$ cat config.mk
export PLATFORM = sky130hd
export DESIGN_NAME = fetch_stage_flat
export DESIGN_NICKNAME = d
export VERILOG_FILES = /design/src/rtl/proc_pkg.sv /design/src/rtl/fetch_stage_if.sv /design/src/rtl/fetch_perf_counters.sv /design/src/rtl/fetch_stage.sv /design/src/flat_wrapper.sv
export SDC_FILE = /design/constraint.sdc
export NUM_CORES = 1
export LEC_CHECK = 0
export BUFFER_PORTS_ARGS = -buffer_cell sky130_fd_sc_hd__buf_2
export CAP_MARGIN = 20
export CORE_MARGIN = 4
export CORE_UTILIZATION = 54
export CTS_CLUSTER_SIZE = 8
export DETAILED_ROUTE_END_ITERATION = 6
export PLACE_DENSITY = 0.86
export SETUP_SLACK_MARGIN = 0.4
export SLEW_MARGIN = 10
export SYNTH_ARGS = -nofsm -noshare
export SYNTH_HDL_FRONTEND = slang
export SYNTH_SLANG_ARGS = --single-unit
$ cat constraint.sdc
create_clock -name clk -period 2.39 [get_ports clk]
set_input_delay 0.478 -clock clk [delete_from_list [all_inputs] [get_ports clk]]
set_output_delay 0.478 -clock clk [all_outputs]
set_load 0.1 [all_outputs]
$ cat src/rtl/proc_pkg.sv
// Shared pipeline definitions: opcodes, fetch FSM encoding and fetch-packet layout.
package proc_pkg;

  localparam logic [2:0] OP_LDM = 3'b001;
  localparam logic [2:0] OP_STD = 3'b010;
  localparam logic [2:0] OP_ADD = 3'b011;
  localparam logic [2:0] OP_NOT = 3'b100;
  localparam logic [2:0] OP_NOP = 3'b101;

  localparam int FETCH_PKT_W = 64;

  typedef enum logic {
    FETCH     = 1'b0,
    FETCH_IMM = 1'b1
  } fetch_state_t;

  typedef struct packed {
    logic [15:0] instr;
    logic [15:0] imm;
    logic [31:0] pc;
  } fetch_pkt_t;

endpackage

$ cat src/rtl/fetch_stage_if.sv
// Fetch-stage bus: instruction-memory read port, pipeline control and IF/ID packet.
interface fetch_stage_if;
  import proc_pkg::*;

  logic [31:0]  imem_addr;
  logic [15:0]  imem_data;
  logic         stall;
  logic         redirect_valid;
  logic [31:0]  redirect_pc;
  logic         if_valid;
  logic [15:0]  if_instr;
  logic [15:0]  if_imm;
  logic [31:0]  if_pc;
  fetch_state_t dbg_state;

  // Handshake: there is no ready. A packet is consumed on every edge where
  // if_valid=1 and stall=0; while stall=1 the packet and if_valid are held.
  // redirect_valid is a one-cycle pulse that overrides stall.
  modport master (
    output imem_addr, if_valid, if_instr, if_imm, if_pc, dbg_state,
    input  imem_data, stall, redirect_valid, redirect_pc
  );

  modport slave (
    input  imem_addr, if_valid, if_instr, if_imm, if_pc, dbg_state,
    output imem_data, stall, redirect_valid, redirect_pc
  );

endinterface

$ cat src/rtl/fetch_perf_counters.sv
// Fetch performance counters: packets delivered and stall cycles, both wrapping at 2^32.
module fetch_perf_counters (
  input  logic        clk,
  input  logic        reset,
  input  logic        i_pkt_fire,
  input  logic        i_stall,
  output logic [31:0] o_fetched,
  output logic [31:0] o_stall_cycles
);

  logic [31:0] r_fetched;
  logic [31:0] r_stall_cycles;

  always_ff @(posedge clk) begin
    if (reset) begin
      r_fetched      <= 32'd0;
      r_stall_cycles <= 32'd0;
    end else begin
      if (i_pkt_fire) r_fetched      <= r_fetched + 32'd1;
      if (i_stall)    r_stall_cycles <= r_stall_cycles + 32'd1;
    end
  end

  assign o_fetched      = r_fetched;
  assign o_stall_cycles = r_stall_cycles;

endmodule

$ cat src/rtl/fetch_stage.sv
// Instruction-fetch stage: owns the PC and merges LDM + immediate word into one packet.
// Optional FETCH_PERF_EN adds perf_fetched / perf_stall_cycles counters.
module fetch_stage
  import proc_pkg::*;
#(
  parameter logic [31:0] RESET_PC   = 32'd32,
  parameter logic [2:0]  IMM_OPCODE = OP_LDM
) (
  input  logic         clk,
  input  logic         reset,
  fetch_stage_if.master bus
`ifdef FETCH_PERF_EN
  ,
  output logic [31:0]  perf_fetched,
  output logic [31:0]  perf_stall_cycles
`endif
);

  logic [31:0]  r_pc;
  fetch_state_t r_state;
  logic [15:0]  r_lat_instr;
  logic [31:0]  r_lat_pc;
  logic         r_valid;
  fetch_pkt_t   r_pkt;

  logic [31:0]  w_pc_next;
  logic         w_is_imm;
  logic         w_advance;
  logic         w_pkt_fire;

  assign w_pc_next  = r_pc + 32'd1;
  assign w_is_imm   = (bus.imem_data[15:13] == IMM_OPCODE);
  assign w_advance  = !reset && !bus.redirect_valid && !bus.stall;
  assign w_pkt_fire = w_advance && ((r_state == FETCH_IMM) || !w_is_imm);

  always_ff @(posedge clk) begin
    if (reset) begin
      r_pc        <= RESET_PC;
      r_state     <= FETCH;
      r_lat_instr <= 16'h0000;
      r_lat_pc    <= 32'd0;
      r_valid     <= 1'b0;
      r_pkt       <= '0;
    end else if (bus.redirect_valid) begin
      // Any half-assembled immediate instruction is dropped here.
      r_pc    <= bus.redirect_pc;
      r_state <= FETCH;
      r_valid <= 1'b0;
    end else if (!bus.stall) begin
      r_pc <= w_pc_next;
      case (r_state)
        FETCH: begin
          if (w_is_imm) begin
            r_lat_instr <= bus.imem_data;
            r_lat_pc    <= r_pc;
            r_valid     <= 1'b0;
            r_state     <= FETCH_IMM;
          end else begin
            r_pkt   <= '{instr: bus.imem_data, imm: 16'h0000, pc: r_pc};
            r_valid <= 1'b1;
          end
        end
        FETCH_IMM: begin
          r_pkt   <= '{instr: r_lat_instr, imm: bus.imem_data, pc: r_lat_pc};
          r_valid <= 1'b1;
          r_state <= FETCH;
        end
        default: r_state <= FETCH;
      endcase
    end
  end

  assign bus.imem_addr = r_pc;
  assign bus.if_valid  = r_valid;
  assign bus.if_instr  = r_pkt.instr;
  assign bus.if_imm    = r_pkt.imm;
  assign bus.if_pc     = r_pkt.pc;
  assign bus.dbg_state = r_state;

`ifdef FETCH_PERF_EN
  fetch_perf_counters u_perf (
    .clk            (clk),
    .reset          (reset),
    .i_pkt_fire     (w_pkt_fire),
    .i_stall        (bus.stall),
    .o_fetched      (perf_fetched),
    .o_stall_cycles (perf_stall_cycles)
  );
`else
  logic w_unused;
  assign w_unused = w_pkt_fire;
`endif

endmodule
$ cat src/flat_wrapper.sv
// flat-port wrapper written by rule: the top's interface ports become plain ports
module fetch_stage_flat import proc_pkg::*;
#(
  parameter logic [31:0] RESET_PC   = 32'd32,
  parameter logic [2:0]  IMM_OPCODE = OP_LDM
)
  (clk, reset, bus_imem_addr, bus_if_valid, bus_if_instr, bus_if_imm, bus_if_pc, bus_dbg_state, bus_imem_data, bus_stall, bus_redirect_valid, bus_redirect_pc);
  fetch_stage_if bus_i ();
  input  logic clk;
  input  logic reset;
  output wire logic [$bits(bus_i.imem_addr)-1:0] bus_imem_addr;
  output wire logic [$bits(bus_i.if_valid)-1:0] bus_if_valid;
  output wire logic [$bits(bus_i.if_instr)-1:0] bus_if_instr;
  output wire logic [$bits(bus_i.if_imm)-1:0] bus_if_imm;
  output wire logic [$bits(bus_i.if_pc)-1:0] bus_if_pc;
  output wire logic [$bits(bus_i.dbg_state)-1:0] bus_dbg_state;
  input wire logic [$bits(bus_i.imem_data)-1:0] bus_imem_data;
  input wire logic [$bits(bus_i.stall)-1:0] bus_stall;
  input wire logic [$bits(bus_i.redirect_valid)-1:0] bus_redirect_valid;
  input wire logic [$bits(bus_i.redirect_pc)-1:0] bus_redirect_pc;
  assign bus_imem_addr = bus_i.imem_addr;
  assign bus_if_valid = bus_i.if_valid;
  assign bus_if_instr = bus_i.if_instr;
  assign bus_if_imm = bus_i.if_imm;
  assign bus_if_pc = bus_i.if_pc;
  assign bus_dbg_state = bus_i.dbg_state;
  assign bus_i.imem_data = bus_imem_data;
  assign bus_i.stall = bus_stall;
  assign bus_i.redirect_valid = bus_redirect_valid;
  assign bus_i.redirect_pc = bus_redirect_pc;
  fetch_stage #(.RESET_PC(RESET_PC), .IMM_OPCODE(IMM_OPCODE)) u_core (.clk(clk), .reset(reset), .bus(bus_i));
endmodule
Word level (Yosys, flattened, before mapping)
Index checks and enable logic that the tools add are counted.
{ "word_totals": {"out_inout_bits": 98, "reg_bits": 146, "word_cells": 26, "inputBits": 52} }
{ "classes": {"n_addsub": 1, "eq_ne": 3, "n_bitwise": 3, "n_reduce_logical": 3, "mux": 8} }
{ "op_table": {"columns": ["operator", "n"], "rows": [
  ["$pmux W64 S2", 1],
  ["$mux W32", 2],
  ["$mux W64", 1],
  ["$add A32 B1 Y32 const B", 1],
  ["$pmux W1 S2", 2],
  ["$reduce_and A4 Y1", 1],
  ["$eq A3 B1 Y1 const B", 1],
  ["$not A1 Y1", 3],
  ["$reduce_and A3 Y1", 1],
  ["$mux W1", 2],
  ["$ne A2 B1 Y1 const B", 1],
  ["$ne A2 B2 Y1 const B", 1],
  ["$reduce_or A2 Y1", 1]
]} }

Logic depth before layout (Yosys ltp)
{ "logic_depth": {"ltp_word": 3, "depth_mapped": 7, "depth_no_buf": 5} }

Worst setup path after synthesis
No wires, ideal clock.
{ "synth_timing": {"path_type": "reg2reg", "from": "register u_core.r_pc[16] (netlist: u_core.bus.imem_addr[16])", "to": "register u_core.r_pc[27] (netlist: u_core.bus.imem_addr[27])", "slack_ns": -0.428, "stages_incl_launch_ff": 6, "synth_period_minus_slack_ns": 2.818, "required_ns": 2.299, "arrival_ns": 2.727, "setup_ns": 0.091, "path_buffers": 1, "path_cell_list": "dfxtp_1 -> buf_2 -> nand4_1 -> or4_4 -> or4_1 -> a311oi_1"} }
{ "synth_between": {"elab_chain_cells": 3} }
{ "synth_rtl": {"columns": ["element", "line_no", "text"], "rows": [
  ["start: declaration", "fetch_stage.sv:19", "logic [31:0] r_pc;"],
  ["start signal: assignment", "fetch_stage.sv:46", "r_pc <= bus.redirect_pc;"],
  ["start signal: assignment", "fetch_stage.sv:50", "r_pc <= w_pc_next;"],
  ["$add A32 B1 Y32", "fetch_stage.sv:31", "assign w_pc_next = r_pc + 32'd1;"],
  ["$mux W32", "fetch_stage.sv:49", "end else if (!bus.stall) begin"],
  ["$mux W32", "fetch_stage.sv:44", "end else if (bus.redirect_valid) begin"]
]} }
No other way between the ends. The select of a mux whose other input is x is not followed.
A chain may end at the register's enable or synchronous reset.

Final worst setup path
{ "layout_timing": {"from": "register u_core.r_state (netlist: u_core.bus.dbg_state)", "to": "register u_core.r_lat_instr[0]"} }
{ "layout_between": {"elab_chain_cells": 2} }
{ "layout_rtl": {"columns": ["element", "line_no", "text"], "rows": [
  ["start: declaration", "fetch_stage.sv:20", "fetch_state_t r_state;"],
  ["start signal: assignment", "fetch_stage.sv:39", "r_state <= FETCH;"],
  ["start signal: assignment", "fetch_stage.sv:47", "r_state <= FETCH;"],
  ["start signal: assignment", "fetch_stage.sv:57", "r_state <= FETCH_IMM;"],
  ["$not A1 Y1", null, null],
  ["$reduce_and A4 Y1 (no line)", null, null],
  ["end signal: assignment", "fetch_stage.sv:54", "r_lat_instr <= bus.imem_data;"],
  ["end: declaration", "fetch_stage.sv:21", "logic [15:0] r_lat_instr;"]
]} }
No other way between the ends.

==> metrics.md <==
| Metric | Value |
|---|---|
| Outcome | finished, final reports clean |
| Clock buffer depth | 2 |
| VDD IR max | 0.000582 V |
| Clk_skew | 7.96 ps |
| Worst-skew pair later-pin latency | 420 ps |
| FFs w/ async S/R, synth | 0% |
| Largest net degree at the start of global routing | 69 |
| Crit. End Element | flop |
| Worst path slowest cell | or4b_4 |
| Num ports | 150 |
| Top cells by count, synth | 146 x dfxtp_1, 128 x nand2_1, 80 x nor2_1, 63 x a21oi_1, 58 x a211oi_1 |
| Post-synth EDFFs | 0 |
| Iter 0 DRT Violations | 634 |
| Count of cell types in the netlist | 49 |
| GP Congestion | 0.860 |
| Measured slew at the worst slew-check pin | 594 ps |
| Layout Nets | 938 |
| Pins Over Slew Limit | 0 |
| Number of port buffers | 149 |
| Pwr dens | 791 mW/mm² |
| Worst path required time | 2730 ps |
| Largest area contributor in the netlist | dfxtp_1 |
| Vias | 6214 |
| YS warnings | 0 |
| Setup tns final | 0 ps |
| H-tree Lvls | 4 |
| Clock Tree Root | clkbuf_16 |
| Cell Rows | 39 |
| Crit-path max FO | 23 |
| Hold Crit Class | in2reg |
| Core box area | 0.0114 mm² |
| Top-count cell post-synth | dfxtp_1 |
| CTS tree | yes |
| Hold slack | 289 ps |
| Syn avg cell area | 8.39 µm² |
| Critical path arrival | 2280 ps |
| N_diodes | 0 |
| Drt total wl | 18.4 mm |
| Synth Register Bits | 146 |
| Routed vias/inst | 5.97 |
| Chip Width | 116 µm |
| Gr usage total | 26.5% |
| Critical path class | reg2reg |
| Synth top area cells | dfxtp_1 46%, mux2i_1 7.8%, nand2_1 7.6% |
| Net Count, Synth | 806 |
| Lkg Pwr | 3.03 nW |
| FILL cells | 869 |
| Reg-to-reg critical path startpoint | u_core.bus.dbg_state$_SDFFE_PP0N_ |
| R2R setup slack | 450 ps |
| Max transition margin | 60.4% |
| Critical path cell sequence | or4b_4, nor3_4, clkbuf_16, nand2_1, a21oi_1 |
| Die outline height | 116 µm |
| RSZ-0062 raised after global routing | no |
| # Max-Cap Violations | 0 |
| CTS buffer count | 17 |
| Final ANT Viol Nets | 0 |
| CP startpoint kind | flop |
| Layout cells sized above 1 | 27.7% |
| Area fraction of the dominant cell type after synthesis | 46.2% |
| Fin crit period | 1940 ps |
| Max Freq | 0.516 GHz |
| Post-Synthesis Cell Area | 0.00632 mm² |
| Vias in the first global route | 5559 |
| Starting Density | 55.4% |
| Final core utilization | 69.9% |
| Initial antenna violation count | 0 |
| Register area share after synthesis | 46.2% |
| First-pass GRT wire length | 28.1 mm |
| Final period util | 81.1% |
| Post-route DRC | 0 |
| Post-DR wirelength/cell | 17.7 µm |
| Total grt overflow | 0 |
| Area growth syn-to-layout | 26.3% |
| Largest stage delay on the critical path | 580 ps |
| Critical hold path startpoint | bus_redirect_pc[5] |
| Setup crit start | u_core.bus.dbg_state$_SDFFE_PP0N_ |
| Setup violations, final | 0 |
| CTS Sinks | 146 |
| Syn Inst Count | 753 |
| Main synth FF type | dfxtp_1 |
| Drt pass-1 iters | 5 |
| Final hold vios | 0 |
| Post-DP HPWL | 11.8 mm |
| CTS clk-pin slew, worst paths | 60 ps |
| Die area | 0.0135 mm² |
| Cts hold-fix bufs | 0 |
==> final timing paths <==
path / cells past startpoint / to
max: 5 / u_core.r_lat_instr[0]$_SDFFE_PP0P_
min: 3 / u_core.bus.imem_addr[5]$_SDFFE_PP1P_
max reg2reg: 5 / u_core.r_lat_instr[0]$_SDFFE_PP0P_
min reg2reg: 2 / u_core.bus.if_imm[8]$_SDFFE_PP0P_
==> state kept, by name (all words and copies together), names as in the netlist <==
register,count
u_core.bus.if_pc,32
u_core.bus.imem_addr,32
u_core.r_lat_pc,32
u_core.bus.if_imm,16
u_core.bus.if_instr,16
u_core.r_lat_instr,16
u_core.bus.dbg_state,1
u_core.bus.if_valid,1
==> logic make-up (layout without fill, tap and decap cells) <==
family,Yosys count,after routing,share of synthesized area [%]
buf+inv,73,218,4.37
compound gates,167,167,17.4
fa+ha+maj,1,1,0.198
mux,49,49,7.76
simple gates,306,306,22.5
flops,146,146,46.2
xor+xnor,11,11,1.52
==> per-stage QoR <==
| step | power (mW) | std cells | setup slack [ps] | area [µm²] |
|---|---|---|---|---|
| 5_1_grt | 6.52 | 1041 | 379 | 7980 |
| 2_1_floorplan | 3.64 | 753 | 331 | 6440 |
| 4_1_cts | 6.32 | 1031 | 393 | 7840 |
| 3_3_place_gp | 3.87 | 999 | 434 | 7290 |
| 6_report | 6.31 | 1041 | 451 | 7980 |
| 3_5_place_dp | 3.88 | 999 | 320 | 7290 |
==> where the power goes <==
part	internal (mW)	switching (mW)	leakage, nW
Sequential	2.53	0.126	1.21
Clock	1.43	1.03	0.261
Combinational	0.230	0.963	1.56
Total	4.19	2.12	3.03
==> worst max-delay path, delay by kind of cell, from the launching register on <==
family / cells / cell delay, ps
AO/OA/AOI/OAI: 1 / 140
buffers and inverters: 1 / 300
flip-flops: 1 / 370
AND/OR/NAND/NOR: 3 / 1050
==> metal layers <==
layer	global-route usage [%]	routed length [µm]	part of all wire (%)	up-vias
li1	-	-	-	2969
met1	34.9	7740	42	2925
met2	42.2	8800	48	283
met3	5.75	1450	7.9	37
met4	11.2	395	2.1	0
met5	0	0	0	-
==> layout by cell type, fill, tap and decap left out, types with 5 or more instances in the layout <==
cell,netlist,final
inv_1,8,8
nor4_1,9,9
and4_1,6,6
buf_2,2,147
o21ai_0,11,11
nand3_1,24,23
nand2_1,128,126
a21oi_1,63,63
o211ai_1,6,6
nor2_1,80,79
and3_1,9,9
dfxtp_4,0,24
or3_1,7,7
xor2_1,5,5
mux2i_1,49,49
a211oi_1,58,58
a311oi_1,12,11
nand4_1,10,10
buf_4,0,25
clkbuf_16,0,19
nor3_1,7,6
xnor2_1,6,6
dfxtp_1,146,118
o31ai_1,5,5
or4_1,5,5
==> final cells by class <==
type / instances / area (µm²) / share of cell area [%]
clock buffers: 19 / 433 / 5.42
multi-input cells: 534 / 3170 / 39.7
inverters: 8 / 30.0 / 0.376
clock inverters: 13 / 113 / 1.41
well taps: 143 / 179 / 2.24
repair buffers: 178 / 1040 / 13.0
flip-flops and latches: 146 / 3020 / 37.8
==> repair_timing <==
action	in CTS	in global routing
buffers inserted	0	8
gates resized for setup	3	5
gates cloned	0	2
hold endpoints to repair	0	0
setup endpoints to repair	4	75
pin swaps	0	2
Power figures use the tool's default switching activity.
